==> config.mk <==
export PLATFORM = sky130hd
export DESIGN_NAME = lsu_arbiter
export DESIGN_NICKNAME = d
export VERILOG_FILES = /design/src/rtl/lsu_arb_pkg.sv /design/src/rtl/lsu_arbiter.sv
export SDC_FILE = /design/constraint.sdc
export NUM_CORES = 1
export LEC_CHECK = 0
export ABC_CLOCK_PERIOD_IN_PS = 9200
export CAP_MARGIN = 40
export CORE_AREA = 2 2 130 132
export CTS_CLUSTER_DIAMETER = 150
export DETAILED_ROUTE_END_ITERATION = 7
export DIE_AREA = 0 0 132 134
export GPL_TIMING_DRIVEN = 0
export PLACE_DENSITY = 0.83
export SETUP_SLACK_MARGIN = 0.3
export SLEW_MARGIN = 30
export SYNTH_ARGS = -nofsm -noshare
export SYNTH_HDL_FRONTEND = slang
export SYNTH_SLANG_ARGS = --single-unit
==> constraint.sdc <==
create_clock -name i_clk -period 9.2 [get_ports i_clk]
set_clock_uncertainty 0.2 [all_clocks]
set_input_delay 1.84 -clock i_clk [delete_from_list [all_inputs] [get_ports i_clk]]
set_output_delay 1.84 -clock i_clk [all_outputs]
set_load 0.05 [all_outputs]
==> src/rtl/lsu_arb_pkg.sv <==
// Shared types and constants for the LSU arbiter and the load/store unit.
package lsu_arb_pkg;

  // Which master owns an in-flight access.
  typedef enum logic {
    OWN_C = 1'b0,
    OWN_D = 1'b1
  } owner_e;

  // One LSU access as presented by a master.
  typedef struct packed {
    logic [31:0] addr;
    logic [31:0] wdata;
    logic        wren;
    logic [2:0]  op;
  } lsu_req_t;

  // Size codes understood by the LSU; the arbiter passes them through untouched.
  localparam logic [2:0] SZ_BYTE = 3'b000;
  localparam logic [2:0] SZ_HALF = 3'b001;
  localparam logic [2:0] SZ_WORD = 3'b010;

  // Consecutive core grants tolerated while the debug master waits.
  localparam int unsigned DEF_STARVE_LIMIT = 4;

endpackage

==> src/rtl/lsu_arbiter.sv <==
// Two-master arbiter and sequencer in front of the single-port LSU.
// Port C (core MEM stage) has fixed priority; a starvation counter forces a
// grant to port D (debug/loader) after STARVE_LIMIT core wins. Every grant
// goes through a registered issue stage and a response register, giving a
// fixed two-cycle grant-to-rvalid latency and in-order responses.
module lsu_arbiter
  import lsu_arb_pkg::*;
#(
  parameter int unsigned STARVE_LIMIT = DEF_STARVE_LIMIT,
  parameter int unsigned CNT_W        = 4
) (
  input  logic        i_clk,
  input  logic        i_reset,
  // Core master
  input  logic        i_c_req,
  input  logic [31:0] i_c_addr,
  input  logic [31:0] i_c_wdata,
  input  logic        i_c_wren,
  input  logic [2:0]  i_c_op,
  output logic        o_c_gnt,
  output logic        o_c_rvalid,
  output logic [31:0] o_c_rdata,
  // Debug master
  input  logic        i_d_req,
  input  logic [31:0] i_d_addr,
  input  logic [31:0] i_d_wdata,
  input  logic        i_d_wren,
  input  logic [2:0]  i_d_op,
  output logic        o_d_gnt,
  output logic        o_d_rvalid,
  output logic [31:0] o_d_rdata,
  // LSU side
  output logic [31:0] o_lsu_addr,
  output logic [31:0] o_lsu_st_data,
  output logic        o_lsu_wren,
  output logic [2:0]  o_lsu_op,
  input  logic [31:0] i_lsu_ld_data
);

  localparam logic [CNT_W-1:0] LIMIT = CNT_W'(STARVE_LIMIT);

  logic [CNT_W-1:0] r_cnt;
  lsu_req_t         r_issue;
  logic             r_issue_valid;
  owner_e           r_issue_owner;
  logic             r_c_rvalid;
  logic             r_d_rvalid;
  logic [31:0]      r_c_rdata;
  logic [31:0]      r_d_rdata;

  logic             w_force_d;
  logic             w_c_gnt;
  logic             w_d_gnt;
  lsu_req_t         w_sel;
  logic [31:0]      w_rsp_data;

  // Arbitration: core wins unless the debug master has waited STARVE_LIMIT grants.
  always_comb begin
    w_force_d = (r_cnt == LIMIT);
    // NOTE: grants are masked by the asynchronous reset so no request is
    // accepted while the pipeline registers are being held clear.
    w_d_gnt   = ~i_reset & i_d_req & (~i_c_req | w_force_d);
    w_c_gnt   = ~i_reset & i_c_req & ~w_d_gnt;
    w_sel     = '{addr: i_c_addr, wdata: i_c_wdata, wren: i_c_wren, op: i_c_op};
    if (w_d_gnt) begin
      w_sel = '{addr: i_d_addr, wdata: i_d_wdata, wren: i_d_wren, op: i_d_op};
    end
  end

  // Starvation counter: counts core wins while D waits, saturating at the limit.
  // NOTE: state registers use non-blocking assignments so every flop samples
  // pre-edge values, independent of the order blocks are evaluated in.
  always_ff @(posedge i_clk or posedge i_reset) begin
    if (i_reset) begin
      r_cnt <= '0;
    end else if (w_d_gnt || !i_d_req) begin
      r_cnt <= '0;
    end else if (w_c_gnt && (r_cnt != LIMIT)) begin
      r_cnt <= r_cnt + 1'b1;
    end
  end

  // Issue stage: capture the winning request; a bubble clears valid and wren
  // but leaves the address/data/op lines quiet at their last values.
  always_ff @(posedge i_clk or posedge i_reset) begin
    if (i_reset) begin
      r_issue       <= '0;
      r_issue_valid <= 1'b0;
      r_issue_owner <= OWN_C;
    end else if (w_c_gnt || w_d_gnt) begin
      r_issue       <= w_sel;
      r_issue_valid <= 1'b1;
      r_issue_owner <= w_d_gnt ? OWN_D : OWN_C;
    end else begin
      r_issue_valid <= 1'b0;
      r_issue.wren  <= 1'b0;
    end
  end

  // Store acks return zero; loads return the LSU's combinational read data.
  assign w_rsp_data = r_issue.wren ? 32'h0 : i_lsu_ld_data;

  // Response register: one-cycle rvalid pulse to the owner; the idle port's
  // rdata keeps its last value.
  always_ff @(posedge i_clk or posedge i_reset) begin
    if (i_reset) begin
      r_c_rvalid <= 1'b0;
      r_d_rvalid <= 1'b0;
      r_c_rdata  <= '0;
      r_d_rdata  <= '0;
    end else begin
      r_c_rvalid <= r_issue_valid && (r_issue_owner == OWN_C);
      r_d_rvalid <= r_issue_valid && (r_issue_owner == OWN_D);
      if (r_issue_valid && (r_issue_owner == OWN_C)) r_c_rdata <= w_rsp_data;
      if (r_issue_valid && (r_issue_owner == OWN_D)) r_d_rdata <= w_rsp_data;
    end
  end

  assign o_c_gnt       = w_c_gnt;
  assign o_d_gnt       = w_d_gnt;
  assign o_c_rvalid    = r_c_rvalid;
  assign o_d_rvalid    = r_d_rvalid;
  assign o_c_rdata     = r_c_rdata;
  assign o_d_rdata     = r_d_rdata;
  assign o_lsu_addr    = r_issue.addr;
  assign o_lsu_st_data = r_issue.wdata;
  assign o_lsu_op      = r_issue.op;
  assign o_lsu_wren    = r_issue.wren & r_issue_valid;

endmodule
==> flow_summary.toml, run 1 <==
[power]
switchingPower_uw = 899
total_power_mw = 2.47
peakVddDrop_v = 0.000135
p_clk_share_pct = 31.5
internal-power_mw = 1.57
p_leak_nw = 4.58
powerDensity_mw_per_mm2 = 229
pwr-share-seq_pct = 31.6
swShare_pct = 36.4
pwr-share-comb_pct = 36.9

[grt]
grt_max_degree = 47
grt_pass1_vias = 6539
antenna_found_initial = 0
grt_pass1_wl_mm = 35.2
overflow = 0
track_usage_pct = 25.6

[timing]
rsz0062_at_grt = "no"
fin_crit_sh_pct = 68.5
hold_viol = 0
fmax_ghz = 0.159
setup_viol = 0
setup_ws_ns = 2.90
setup_tns_ns = 0
tightest_slew_ns = 0.782
slew_headroom_pct = 47.7
layout_min_cycle_time_ns = 6.30
drv_slew = 0

[yosys]
ys_types = 28
synth_top_area_share_pct = 52.2
yosysSeqAreaShare_pct = 52.2
syn_inst = 598
synth_fp_nets = 772
yosysWarnings = 0
synth_area_per_cell_um2 = 11.2
synthesis.area_mm2 = 0.00672
yosysTopAreaCell = "dfrtp_1"
ys_seq_elements = 140
synthTopCellsByArea = "dfrtp_1 (52%), o2111a_1 (11%), a221o_1 (10%), buf_4 (7.5%), o21ai_0 (4.8%)"

[drt]
num_vias = 6174
first_pass_iters = 7
wire_per_inst_um = 19.2
drtAntennaViolNets = 0
wl_mm = 22.2
drt_iter0_markers = 351
vias_per_cell = 5.33
drc = 0

[critical_path]
slowest_delay_ns = 0.86
crit_type = "in -> out"
worstPathArrival_ns = 4.26
cp_max_fo = 10
reg2reg_setup_slack_ns = 6.88
ff2ff_path_depth = 7
required_ns = 7.16
crit_chain = "clkdlybuf4s50_1, inv_2, a211oi_4, buf_6, clkdlybuf4s50_1"
crit_top_cell = "clkdlybuf4s50_1"
cp-end-kind = "primary output"
worst_path_max_delay_cell = "clkdlybuf4s50_1"
cp-start-kind = "input port"

[clock_network]
clock_path_buffers = 2
cts_made_buffers = 17
cts_resized = 0
clk_pin_slew_ns = 0.06
clk_latency_ns = 0.41
root_buffer = "clkbuf_16"
cts_tree = "done"
h-tree-depth = 4
cts.sinks = 140
cts_hold_buf = 0
postCtsSetupRepairBufs = 0

[layout]
mostFrequentLayoutCells = "clkdlybuf4s50_1 (305), dfrtp_1 (140), o2111a_1 (67), a221o_1 (67), buf_4 (67)"
layout.cells.non_filler = 1159
fin_nets = 1100
synthToLayoutAreaGrowth_pct = 60.9
final_common_cell = "clkdlybuf4s50_1"
finalCoreUtilization_pct = 66.3
antenna_cells = 0
drive_above_1_share_pct = 12.9

[run_status]
outcome = "finished clean"

[placement]
place_ws_ns = 2.88
dp_cells = 1127
hpwl_mm = 17.1
place_congestion = 0.809
portBuffers = 305

[die]
std_cell_rows = 47
die_area_mm2 = 0.0177
start_util_pct = 41.2
dieHeight_um = 134
die_x_um = 132
num_io_pins = 308
core_mm2 = 0.0163

[min_path]
worst_hold_path_type = "reg -> reg"
whs_path_depth = 2

[flow_run]
drv_cap = 0
==> cell usage after synthesis <==
master      n
o21ai_0    65
nand2_1    66
mux2_4      1
clkbuf_1   47
nand3_1     2
ha_1        2
a21oi_1     2
a211oi_4    1
and2_1      1
buf_1       2
o2111a_1   67
a21o_1      1
buf_2       5
a221o_1    67
or4_1       1
nand2b_1   34
dfrtp_1   140
buf_4      67
nor2_1      4
inv_2       2
inv_1       6
a32oi_1     2
nor2b_1     1
nand3b_1    1
a211oi_1    1
xor2_1      1
buf_6       8
o21bai_1    1
==> metal layers <==
| metal | wire length, um | part of all wire (%) | vias to the layer above | GRT usage [%] |
|---|---|---|---|---|
| met3 | 1710 | 7.7 | 45 | 8.28 |
| met5 | 0 | 0 | - | 0 |
| li1 | - | - | 2850 | - |
| met2 | 11200 | 51 | 265 | 43.6 |
| met1 | 8590 | 39 | 3014 | 29.7 |
| met4 | 665 | 3.0 | 0 | 10.8 |
==> logic make-up after synthesis <==
| logic type | after synthesis | synth area share (%) |
|---|---|---|
| simple gates | 110 | 7.64 |
| fa+ha+maj | 2 | 0.372 |
| buf+inv | 137 | 12.4 |
| flops | 140 | 52.2 |
| compound gates | 207 | 27.1 |
| xor+xnor | 1 | 0.130 |
| mux | 1 | 0.223 |
==> final timing paths <==
path | from | endpoint
setup reg to reg | r_cnt[0] | o_lsu_op[0]
setup / recovery | i_d_req | o_d_gnt
min in group asynchronous | i_reset | o_lsu_addr[2]
hold reg to reg | o_d_rdata[3] | o_d_rdata[3]
hold / removal | o_d_rdata[3] | o_d_rdata[3]
max in group asynchronous | i_reset | o_c_rdata[13]
==> worst max-delay path: cells and delay by family <==
kind	cells	cell delay, ns
buffers and inverters	4	1.71
AOI/OAI and AO/OA	1	0.69
==> flip-flops by register name, summed over array words and instances (netlist names), 3 cells and up <==
name           flops
o_c_rdata         32
r_cnt              4
o_lsu_st_data     32
o_lsu_addr        32
o_d_rdata         32
o_lsu_op           3
==> cell type report <==
class / instances / area (um^2)
tap: 220 / 275
sequential: 140 / 3500
multi-input combinational: 321 / 2380
buffer: 129 / 806
fill: 1294 / 5480
inverter: 8 / 30.0
timing repair buffer: 309 / 3140
clock inverter: 14 / 231
clock buffer: 18 / 439
==> through the flow <==
| step | area [um^2] | hold WS (ns) |
|---|---|---|
| after CTS | 10800 | 0.283 |
| final | 10800 | 0.276 |
| after floorplan | 6720 | 0.263 |
| after detailed placement | 10100 | 0.269 |
| after global routing | 10800 | 0.309 |
| after global placement | 10000 | 0.260 |
==> power by group through the flow <==
stage / registers, mW / logic [mW] / clock network [mW]
2_1_floorplan: 1.01 / 0.341 / 0
5_1_grt: 0.795 / 0.954 / 0.814
3_5_place_dp: 0.790 / 0.915 / 0
4_1_cts: 0.781 / 0.917 / 0.790
3_3_place_gp: 0.787 / 0.898 / 0
6_report: 0.781 / 0.912 / 0.778
Note: power is estimated with default switching activity, not from simulation.
==> run 2, diff against run 1 <==
--- a/config.mk
+++ b/config.mk
@@ -5,7 +5,7 @@
 export SDC_FILE = /design/constraint.sdc
 export NUM_CORES = 1
 export LEC_CHECK = 0
-export ABC_CLOCK_PERIOD_IN_PS = 9200
+export ABC_CLOCK_PERIOD_IN_PS = 6000
 export CAP_MARGIN = 40
 export CORE_AREA = 2 2 130 132
 export CTS_CLUSTER_DIAMETER = 150
==> constraint.sdc (replaced) <==
create_clock -name i_clk -period 6 [get_ports i_clk]
set_clock_uncertainty 0.2 [all_clocks]
set_input_delay 1.2 -clock i_clk [delete_from_list [all_inputs] [get_ports i_clk]]
set_output_delay 1.2 -clock i_clk [all_outputs]
set_load 0.05 [all_outputs]
==> flow_summary.toml, run 2 (synthesis gave the netlist of run 1 again) <==
[run_status]
outcome = "finished clean"

[timing]
setup_viol = 0
hold_viol = 0
setup_tns_ns = 0
fin_crit_sh_pct = 84.0
rsz0062_at_grt = "no"
fmax_ghz = 0.198
layout_min_cycle_time_ns = 5.04
drv_slew = 0
tightest_slew_ns = 0.827
slew_headroom_pct = 44.7

[clock_network]
clock_path_buffers = 2
postCtsSetupRepairBufs = 0
cts_hold_buf = 0
clk_pin_slew_ns = 0.06
cts_tree = "done"
h-tree-depth = 4
clk_latency_ns = 0.41
cts_resized = 0
root_buffer = "clkbuf_16"
cts_made_buffers = 17
cts.sinks = 140

[drt]
drt_iter0_markers = 295
drc = 0
vias_per_cell = 5.25
wire_per_inst_um = 19.0
wl_mm = 21.9
drtAntennaViolNets = 0
first_pass_iters = 4
num_vias = 6070

[critical_path]
crit_type = "in -> out"
worst_path_max_delay_cell = "clkdlybuf4s50_1"
critPathBufInv = 4
required_ns = 4.60
cp-end-kind = "primary output"
crit_chain = "clkdlybuf4s50_1, inv_2, a211oi_4, buf_6, clkdlybuf4s50_1"
cp_max_fo = 10
reg2reg_setup_slack_ns = 3.65
critPathTopFamily = "buffers and inverters"
crit_top_cell = "clkdlybuf4s50_1"
slowest_delay_ns = 0.83
cp-start-kind = "input port"
worstPathArrival_ns = 3.64

[die]
core_mm2 = 0.0163
num_io_pins = 308
dieHeight_um = 134
die_area_mm2 = 0.0177
start_util_pct = 41.2
std_cell_rows = 47
die_x_um = 132

[layout]
synthToLayoutAreaGrowth_pct = 58.7
finalCoreUtilization_pct = 65.5
fin_nets = 1098
mostFrequentLayoutCells = "clkdlybuf4s50_1 (305), dfrtp_1 (140), o2111a_1 (67), a221o_1 (67), buf_4 (67)"
multi_input_area_mm2 = 0.00238
num-fill-cells = 1291
final_common_cell = "clkdlybuf4s50_1"
register_area_mm2 = 0.00350
fin_area_mm2 = 0.0107
drive_above_1_share_pct = 12.7
antenna_cells = 0

[power]
p_leak_nw = 4.50
powerDensity_mw_per_mm2 = 336
peakVddDrop_v = 0.000197

[min_path]
worst_hold_path_type = "reg -> reg"

[grt]
overflow = 0
grt_pass1_vias = 6325
grt_pass1_wl_mm = 34.4
antenna_found_initial = 0
track_usage_pct = 25.0
grt_max_degree = 65

[flow_run]
drv_cap = 0

[placement]
placed_cell_area_mm2 = 0.0101
portBuffers = 305
place_congestion = 0.841
hpwl_mm = 16.8
==> run 2: final cells by class <==
cell class / count / share of cell area [%]
Tap cell: 220 / 2.58
Inverter: 8 / 0.282
Timing Repair Buffer: 307 / 29.1
Multi-Input combinational cell: 321 / 22.3
Sequential cell: 140 / 32.9
Buffer: 129 / 7.61
Clock inverter: 15 / 1.20
Clock buffer: 17 / 3.99
==> run 2: path summary, 6_finish.rpt <==
| path | end | startpoint | depth (start not counted) |
|---|---|---|---|
| min in group asynchronous | o_lsu_addr[4] | i_reset | 3 |
| hold / removal | o_c_rdata[11] | o_c_rdata[11] | 2 |
| setup reg to reg | o_lsu_op[1] | r_cnt[0] | 7 |
| max in group asynchronous | o_c_rdata[20] | i_reset | 4 |
| hold reg to reg | o_c_rdata[11] | o_c_rdata[11] | 2 |
| setup / recovery | o_d_gnt | i_d_req | 5 |
==> run 2: stage by stage <==
step                      setup WS (ns)  instances  total power, mW  hold slack, ns
after floorplan                    1.80        598             2.07           0.263
after global placement            0.732       1123             2.58           0.260
after detailed placement          0.944       1125             2.61           0.269
after CTS                         0.933       1157             3.61           0.283
after global routing              0.880       1157             3.72           0.304
final                             0.961       1157             3.58           0.278
==> run 2: metal layers <==
metal	vias to the layer above	GRT usage [%]	part of all wire (%)
met1	2932	29.8	39
met2	254	43.1	51
li1	2852	-	-
met3	32	7.45	8.0
met4	0	9.06	2.3
met5	-	0	0
==> run 2: worst reg2reg max path, cell delays in order (launching register included) <==
cell and delay [ns]:
dfrtp_1 0.41, inv_1 0.10, ha_1 0.17, nand3b_1 0.09, buf_6 0.16, a211oi_4 0.73, buf_6 0.27, a221o_1 0.16
==> run 2: where the power goes <==
part / total (mW) / internal (mW) / switching, mW
combinational: 1.39 / 0.543 / 0.850
sequential: 1.20 / 1.10 / 0.0947
clock: 0.988 / 0.542 / 0.446
total: 3.58 / 2.19 / 1.39
==> run 3, diff against run 2 <==
--- a/config.mk
+++ b/config.mk
@@ -5,7 +5,7 @@
 export SDC_FILE = /design/constraint.sdc
 export NUM_CORES = 1
 export LEC_CHECK = 0
-export ABC_CLOCK_PERIOD_IN_PS = 6000
+export ABC_CLOCK_PERIOD_IN_PS = 5020
 export CAP_MARGIN = 40
 export CORE_AREA = 2 2 130 132
 export CTS_CLUSTER_DIAMETER = 150
==> constraint.sdc (replaced) <==
create_clock -name i_clk -period 5.02 [get_ports i_clk]
set_clock_uncertainty 0.2 [all_clocks]
set_input_delay 1.004 -clock i_clk [delete_from_list [all_inputs] [get_ports i_clk]]
set_output_delay 1.004 -clock i_clk [all_outputs]
set_load 0.05 [all_outputs]
==> flow_summary.toml, run 3 (synthesis gave the netlist of run 1 again) <==
[clock_network]
cts.sinks = 140
cts_resized = 0
clk_pin_slew_ns = 0.06
clock_path_buffers = 2
h-tree-depth = 4
cts_made_buffers = 17
clk_latency_ns = 0.41
root_buffer = "clkbuf_16"
cts_tree = "done"

[placement]
place_congestion = 0.841
dp_cells = 1125
portBuffers = 305
hpwl_mm = 16.8

[timing]
drv_slew = 0
hold_viol = 0
rsz0062_at_grt = "no"
slew_headroom_pct = 43.4
setup_tns_ns = 0
layout_min_cycle_time_ns = 4.61
fin_crit_sh_pct = 91.8
fmax_ghz = 0.217
tightest_slew_ns = 0.846
setup_viol = 0

[drt]
wire_per_inst_um = 18.9
num_vias = 6102
drt_iter0_markers = 288
vias_per_cell = 5.27
wl_mm = 21.9
drtAntennaViolNets = 0
drc = 0
first_pass_iters = 5

[critical_path]
r2r_end = "o_lsu_st_data[0]"
crit_type = "in -> out"
cp-start-kind = "input port"
reg2reg_setup_slack_ns = 2.66
cp-end-kind = "primary output"
required_ns = 3.82
cp_max_fo = 10
ff2ff_path_depth = 7
worstPathArrival_ns = 3.41
r2r-start = "r_cnt[0]"

[layout]
multi_input_area_mm2 = 0.00238
mostFrequentLayoutCells = "clkdlybuf4s50_1 (305), dfrtp_1 (140), o2111a_1 (67), a221o_1 (67), buf_4 (67)"
synthToLayoutAreaGrowth_pct = 58.7
drive_above_1_share_pct = 12.7
fin_nets = 1098
antenna_cells = 0
register_area_mm2 = 0.00350
num-fill-cells = 1291
final_common_cell = "clkdlybuf4s50_1"
layout.cells.non_filler = 1157

[die]
dieHeight_um = 134
std_cell_rows = 47
die_area_mm2 = 0.0177
num_io_pins = 308
die_x_um = 132
start_util_pct = 41.2
core_mm2 = 0.0163

[power]
switchingPower_mw = 1.66
peakVddDrop_v = 0.000233
total_power_mw = 4.28
p_clk_share_pct = 27.6
swShare_pct = 38.9
p_leak_nw = 4.50
powerDensity_mw_per_mm2 = 401
pwr-share-seq_pct = 33.5
pwr-share-comb_pct = 38.9
internal-power_mw = 2.62

[min_path]
hold_path_end = "o_c_rdata[11]"
hp-start = "o_c_rdata[11]"
worst_hold_path_type = "reg -> reg"
whs_path_depth = 2

[grt]
antenna_found_initial = 0
grt_pass1_vias = 6325
track_usage_pct = 25.0
grt_max_degree = 65
grt_pass1_wl_mm = 34.4
overflow = 0

[flow_run]
drv_cap = 0

[run_status]
outcome = "finished clean"
==> run 3: cell counts in the layout (fill, tap and decap cells not counted) <==
No cell type changed its count.
==> run 3: worst max-delay path by stage <==
stage,depth (start not counted),slack (ns),start,to
after global routing,5,0.35,i_d_req,o_d_gnt
after detailed placement,5,0.36,i_d_req,o_d_gnt
after CTS,5,0.35,i_d_req,o_d_gnt
final,5,0.41,i_d_req,o_d_gnt
after global placement,3,-0.05,i_reset,o_c_rvalid
after floorplan,5,1.01,i_reset,o_lsu_st_data[5]
==> run 3: area by class of cell <==
| type | count | share of cell area [%] |
|---|---|---|
| Sequential cell | 140 | 32.9 |
| Tap cell | 220 | 2.58 |
| Clock buffer | 17 | 3.99 |
| Clock inverter | 15 | 1.20 |
| Inverter | 8 | 0.282 |
| Timing Repair Buffer | 307 | 29.1 |
| Multi-Input combinational cell | 321 | 22.3 |
| Buffer | 129 | 7.61 |
==> run 3: per-layer routing <==
layer | vias up | part of all wire (%) | track usage [%]
li1 | 2854 | - | -
met1 | 2950 | 39 | 29.8
met2 | 264 | 51 | 43.1
met4 | 0 | 2.3 | 9.06
met3 | 34 | 7.7 | 7.45
met5 | - | 0 | 0
==> run 3: what timing repair did <==
action,in CTS,in global routing
setup buffers,0,0
hold buffers,0,0
endpoints found under the setup margin,0,1
==> run 3: through the flow <==
stage	setup slack, ns	hold WS [ns]	utilization, %	instance area [um^2]
2_1_floorplan	1.01	0.263	-	6720
3_3_place_gp	-0.0519	0.260	61.7	10000
3_5_place_dp	0.356	0.269	62.1	10100
4_1_cts	0.345	0.283	65.5	10700
5_1_grt	0.345	0.304	65.5	10700
6_report	0.409	0.278	65.5	10700
==> run 3: worst max-delay path: stages <==
cell and delay (ns):
clkdlybuf4s50_1 0.49, inv_2 0.12, a211oi_4 0.69, buf_6 0.26
clkdlybuf4s50_1 0.83
==> run 3: power groups by stage <==
stage	logic, mW	clock network [mW]	registers, mW
2_1_floorplan	0.625	0	1.85
3_3_place_gp	1.64	0	1.44
3_5_place_dp	1.67	0	1.45
4_1_cts	1.67	1.20	1.43
5_1_grt	1.74	1.24	1.46
6_report	1.66	1.18	1.43
